**config.mk**
```make
export PLATFORM = sky130hd
export DESIGN_NAME = btn_debounce
export DESIGN_NICKNAME = d
export VERILOG_FILES = /design/src/rtl/lab4_pkg.sv /design/src/rtl/sync_2ff.sv /design/src/rtl/btn_debounce.sv
export SDC_FILE = /design/constraint.sdc
export NUM_CORES = 1
export LEC_CHECK = 0
export ABC_AREA = 1
export CAP_MARGIN = 10
export CELL_PAD_IN_SITES_DETAIL_PLACEMENT = 0
export CELL_PAD_IN_SITES_GLOBAL_PLACEMENT = 1
export CORE_UTILIZATION = 25
export DETAILED_ROUTE_END_ITERATION = 8
export PLACE_DENSITY_LB_ADDON = 0.1
export SYNTH_ARGS = -nofsm -noshare
export SYNTH_HDL_FRONTEND = slang
export SYNTH_SLANG_ARGS = --single-unit
```
**constraint.sdc**
```tcl
create_clock -name clk -period 2.2 [get_ports clk]
set_input_delay 0.55 -clock clk [delete_from_list [all_inputs] [get_ports clk]]
set_output_delay 0.55 -clock clk [all_outputs]
set_load 0.005 [all_outputs]
```
**src/rtl/lab4_pkg.sv**
```systemverilog
// ---------------------------------------------------------------------------
// lab4_pkg : shared FSM encoding and defaults for the lab input conditioners
// Rev 1.0
// ---------------------------------------------------------------------------
`default_nettype none

package lab4_pkg;

  typedef enum logic [1:0] {
    ST_LOW    = 2'd0,
    WAIT_HIGH = 2'd1,
    ST_HIGH   = 2'd2,
    WAIT_LOW  = 2'd3
  } state_t;

  localparam int DEFAULT_STABLE_CNT = 50000;

  function automatic logic is_wait(input state_t s);
    return (s == WAIT_HIGH) || (s == WAIT_LOW);
  endfunction

endpackage

`default_nettype wire

```
**src/rtl/sync_2ff.sv**
```systemverilog
// ---------------------------------------------------------------------------
// sync_2ff : two-flop synchronizer with a configurable reset value
// Rev 1.0
// ---------------------------------------------------------------------------
`default_nettype none

module sync_2ff #(
  parameter logic RST_VAL = 1'b0
) (
  input  logic clk,
  input  logic reset,
  input  logic d,
  output logic q
);

  logic s1_d, s1_q;
  logic s2_d, s2_q;

  always_comb begin
    s1_d = d;
    s2_d = s1_q;
  end

  always_ff @(posedge clk) begin
    if (!reset) begin
      s1_q <= RST_VAL;
      s2_q <= RST_VAL;
    end else begin
      s1_q <= s1_d;
      s2_q <= s2_d;
    end
  end

  assign q = s2_q;

endmodule

`default_nettype wire

```
**src/rtl/btn_debounce.sv**
```systemverilog
// ---------------------------------------------------------------------------
// btn_debounce : synchronizer + stability-counter FSM for one raw input.
// Edge pulses on rise/fall only when DEBOUNCE_PULSE_EN is defined.  Rev 1.0
// ---------------------------------------------------------------------------
`default_nettype none

module btn_debounce
  import lab4_pkg::*;
#(
  parameter int   CNT_W      = 16,
  parameter int   STABLE_CNT = DEFAULT_STABLE_CNT,
  parameter logic INIT_LEVEL = 1'b1
) (
  input  logic clk,
  input  logic reset,
  input  logic btn_in,
  output logic level,
  output logic rise,
  output logic fall,
  output logic busy
);

  // The entry edge into WAIT is the first of the STABLE_CNT samples, so the
  // change commits when the count already holds STABLE_CNT-1.
  localparam logic [CNT_W-1:0] CNT_LAST = CNT_W'(STABLE_CNT - 1);
  localparam logic [CNT_W-1:0] CNT_ONE  = CNT_W'(1);
  localparam state_t           ST_RST   = INIT_LEVEL ? ST_HIGH : ST_LOW;

  logic s2;

  sync_2ff #(
    .RST_VAL (INIT_LEVEL)
  ) u_sync (
    .clk   (clk),
    .reset (reset),
    .d     (btn_in),
    .q     (s2)
  );

  state_t           state_d, state_q;
  logic [CNT_W-1:0] cnt_d, cnt_q;
  logic             level_d, level_q;
  logic             busy_d, busy_q;

  always_comb begin
    state_d = state_q;
    cnt_d   = cnt_q;
    level_d = level_q;
    unique case (state_q)
      ST_LOW: begin
        if (s2) begin
          state_d = WAIT_HIGH;
          cnt_d   = CNT_ONE;
        end else begin
          cnt_d   = '0;
        end
      end
      WAIT_HIGH: begin
        if (!s2) begin
          state_d = ST_LOW;
          cnt_d   = '0;
        end else if (cnt_q == CNT_LAST) begin
          state_d = ST_HIGH;
          level_d = 1'b1;
          cnt_d   = '0;
        end else begin
          cnt_d   = cnt_q + CNT_ONE;
        end
      end
      ST_HIGH: begin
        if (!s2) begin
          state_d = WAIT_LOW;
          cnt_d   = CNT_ONE;
        end else begin
          cnt_d   = '0;
        end
      end
      WAIT_LOW: begin
        if (s2) begin
          state_d = ST_HIGH;
          cnt_d   = '0;
        end else if (cnt_q == CNT_LAST) begin
          state_d = ST_LOW;
          level_d = 1'b0;
          cnt_d   = '0;
        end else begin
          cnt_d   = cnt_q + CNT_ONE;
        end
      end
      default: begin
        state_d = ST_RST;
        cnt_d   = '0;
      end
    endcase
    busy_d = is_wait(state_d);
  end

  always_ff @(posedge clk) begin
    if (!reset) begin
      state_q <= ST_RST;
      cnt_q   <= '0;
      level_q <= INIT_LEVEL;
      busy_q  <= 1'b0;
    end else begin
      state_q <= state_d;
      cnt_q   <= cnt_d;
      level_q <= level_d;
      busy_q  <= busy_d;
    end
  end

  assign level = level_q;
  assign busy  = busy_q;

`ifdef DEBOUNCE_PULSE_EN
  logic rise_d, rise_q;
  logic fall_d, fall_q;

  always_comb begin
    rise_d = level_d & ~level_q;
    fall_d = ~level_d & level_q;
  end

  always_ff @(posedge clk) begin
    if (!reset) begin
      rise_q <= 1'b0;
      fall_q <= 1'b0;
    end else begin
      rise_q <= rise_d;
      fall_q <= fall_d;
    end
  end

  assign rise = rise_q;
  assign fall = fall_q;
`else
  assign rise = 1'b0;
  assign fall = 1'b0;
`endif

endmodule

`default_nettype wire

```
==> impl_results.md <==
- Status: complete, no violations
- Library cells used by synthesis: 19
- Worst path slowest cell: clkdlybuf4s50_1
- Placed Area: 1175 sq um
- Total gr overflow: 0
- Commonest cells after routing, fill and taps aside: 51 x nand2_1, 32 x nor2_1, 29 x inv_1
- Antenna violations before repair: 0
- Commonest non-fill, non-tap cell in the layout: nand2_1
- CP endpoint: busy
- Placeable Area: 4086 sq um
- Ports: 7
- Hpwl dp: 1926 microns
- Vias in the first global route: 989
- Ratio of cells with drive above 1 in the final layout: 5.587%
- Slew Viols, Final: 0
- CTS tree: done
- Setup Fix Bufs, Post-CTS: 0
- Syn-to-layout area delta: 12.70%
- Vias: 974
- Pre-CTS WS: 0.3251 ns
- Die Height: 67.84 microns
- Sink Count: 21
- Gr usage total: 12.87%
- CP Launch Type: flip-flop
- Final period utilization: 83.31%
- Htree depth: 1
- DR pass1 iterations: 3
- CTS Buf Count: 3
- Reg2reg start: cnt_q[0]
- Fin Clk Skew: 0.001170 ns
- Mean Syn Cell Area: 6.300 sq um
- Register area share after synthesis: 38.80%
- Worst-path cell chain: clkdlybuf4s50_1
- Critical path class: reg -> out
- Bufs and invs on worst path: 1
- Yosys warns: 0
- Critical path's top delay family: buffers and inverters
- Final Instance Area: 1221 sq um
- Cell area power density: 538.7 nW/um^2
- Reg2Reg Depth: 8
- PostCTS Resize Cnt: 0
- Maxcap violations: 0
- Post-layout util: 29.88%
- Vias per cell: 4.253
- Global-route wire length before repair: 4291 microns
- Final wirelength: 2401 microns
- WP data required: 1.65 ns
- Initial Util: 26.52%
- Worst setup margin: 0.3672 ns
- RePlAce Congestion: 0.6733
- First element of the critical path: state_q[0]
- Final ANT Viol Nets: 0
- Register clock-pin slew on the reported worst setup and hold paths: 0.08 ns
- RSZ-0062 raised after global routing: no
- Remaining DRCs: 0
- R2r endpoint: cnt_q[13]
- Leakage: 0.4822 nW
- Wire per inst: 10.48 microns
- HP Class: reg -> reg
- Final nets: 184
- Largest net degree at the start of global routing: 13
- Post-Syn Area: 1084 sq um
- Hold-fix buffers, CTS: 0
- Setup TNS: 0 ns
- Yosys reg bits: 21
- Final setup violation count: 0
- Crit path largest cell delay: 0.55 ns
- Dpl cells: 225
- Post-layout min period: 1.833 ns
- Mapped Cells: 172
- CP arrival: 1.28 ns
- Site row count: 23
- Hold Crit Depth: 2
- Post-route insts no fill: 229
- Crit. path cell count: 1
- CTS Buffer Depth: 2
- Critical path endpoint category: primary output
- Fmax: 545.6 MHz
- # diodes: 0
- PortBufs: 4
- Die area: 4602 sq um
- Setup slack, reg-to-reg: 0.73 ns
- Final Hold Fails: 0
- CTS root buf: clkbuf_8
- Clk_lat worst skew: 0.26 ns
- DR iter-0 viols: 15
- Worst VDD drop: 0.3906 mV
- Crit Path Max Fanout: 8
- DIE WIDTH: 67.84 microns
[per-layer routing]
layer | GRT usage [%] | part of all wire [%] | vias up
met3 | 4.000 | 2.4 | 2
met5 | 0 | 0 | -
li1 | - | - | 531
met1 | 15.18 | 50 | 436
met4 | 2.344 | 0.79 | 0
met2 | 22.90 | 47 | 5
[flip-flops by register name (all words and copies together) (netlist names)]
signal / count
cnt_q: 16
level: 1
u_sync.q: 1
state_q: 2
u_sync.s1_q: 1
[cells in the mapped netlist]
cell,instances,area share [%]
dfxtp_1,21,39
nor3_1,9,4.2
nor2_1,32,11
o21ai_0,2,0.92
nand2_2,1,0.58
nor3b_1,1,0.69
nor2_2,3,1.7
xor2_1,2,1.6
nor2_4,1,1.0
ha_1,1,1.2
o21ai_4,1,1.5
buf_4,2,1.4
nand3_1,9,4.2
inv_1,29,10
conb_1,1,0.35
nand2_1,51,18
a31oi_1,2,1.2
nand4_1,1,0.58
a21oi_1,3,1.4
[final cells by class]
| type | instances | area, sq um |
|---|---|---|
| repair buffers | 4 | 40.04 |
| inverters | 29 | 108.9 |
| fillers | 477 | 2865 |
| flip-flops and latches | 21 | 420.4 |
| clock buffers | 3 | 41.29 |
| clock inverters | 1 | 5.005 |
| multi-input cells | 121 | 543.0 |
| well taps | 50 | 62.56 |
[metrics by stage]
step	power, mW	hold slack [ns]
2_1_floorplan	0.4009	0.3795
3_3_place_gp	0.4050	0.3871
5_1_grt	0.6912	0.4434
6_report	0.6579	0.4091
4_1_cts	0.6764	0.4164
3_5_place_dp	0.4053	0.3958
[kinds of logic (layout without fill, tap and decap cells)]
group / count (synthesis) / after routing / share of synthesized area, %
buf+inv: 31 / 37 / 11.43
flops: 21 / 21 / 38.80
fa+ha+maj: 1 / 1 / 1.155
xor+xnor: 2 / 2 / 1.617
compound gates: 8 / 8 / 4.965
other cells: 1 / 2 / 0.3461
simple gates: 108 / 108 / 41.69
[power breakdown]
part / internal, mW / switching (mW) / total, mW
combinational: 0.00569 / 0.00562 / 0.0113
sequential: 0.382 / 0.00237 / 0.385
clock: 0.126 / 0.136 / 0.262
total: 0.514 / 0.144 / 0.658
[worst min path at each step]
stage | end | start
final | u_sync.q | u_sync.s1_q
after global routing | u_sync.q | u_sync.s1_q
after CTS | u_sync.q | u_sync.s1_q
after detailed placement | u_sync.q | u_sync.s1_q
after global placement | u_sync.q | u_sync.s1_q
after floorplan | u_sync.q | u_sync.s1_q
No activity file was read; power rests on OpenSTA's default activity.
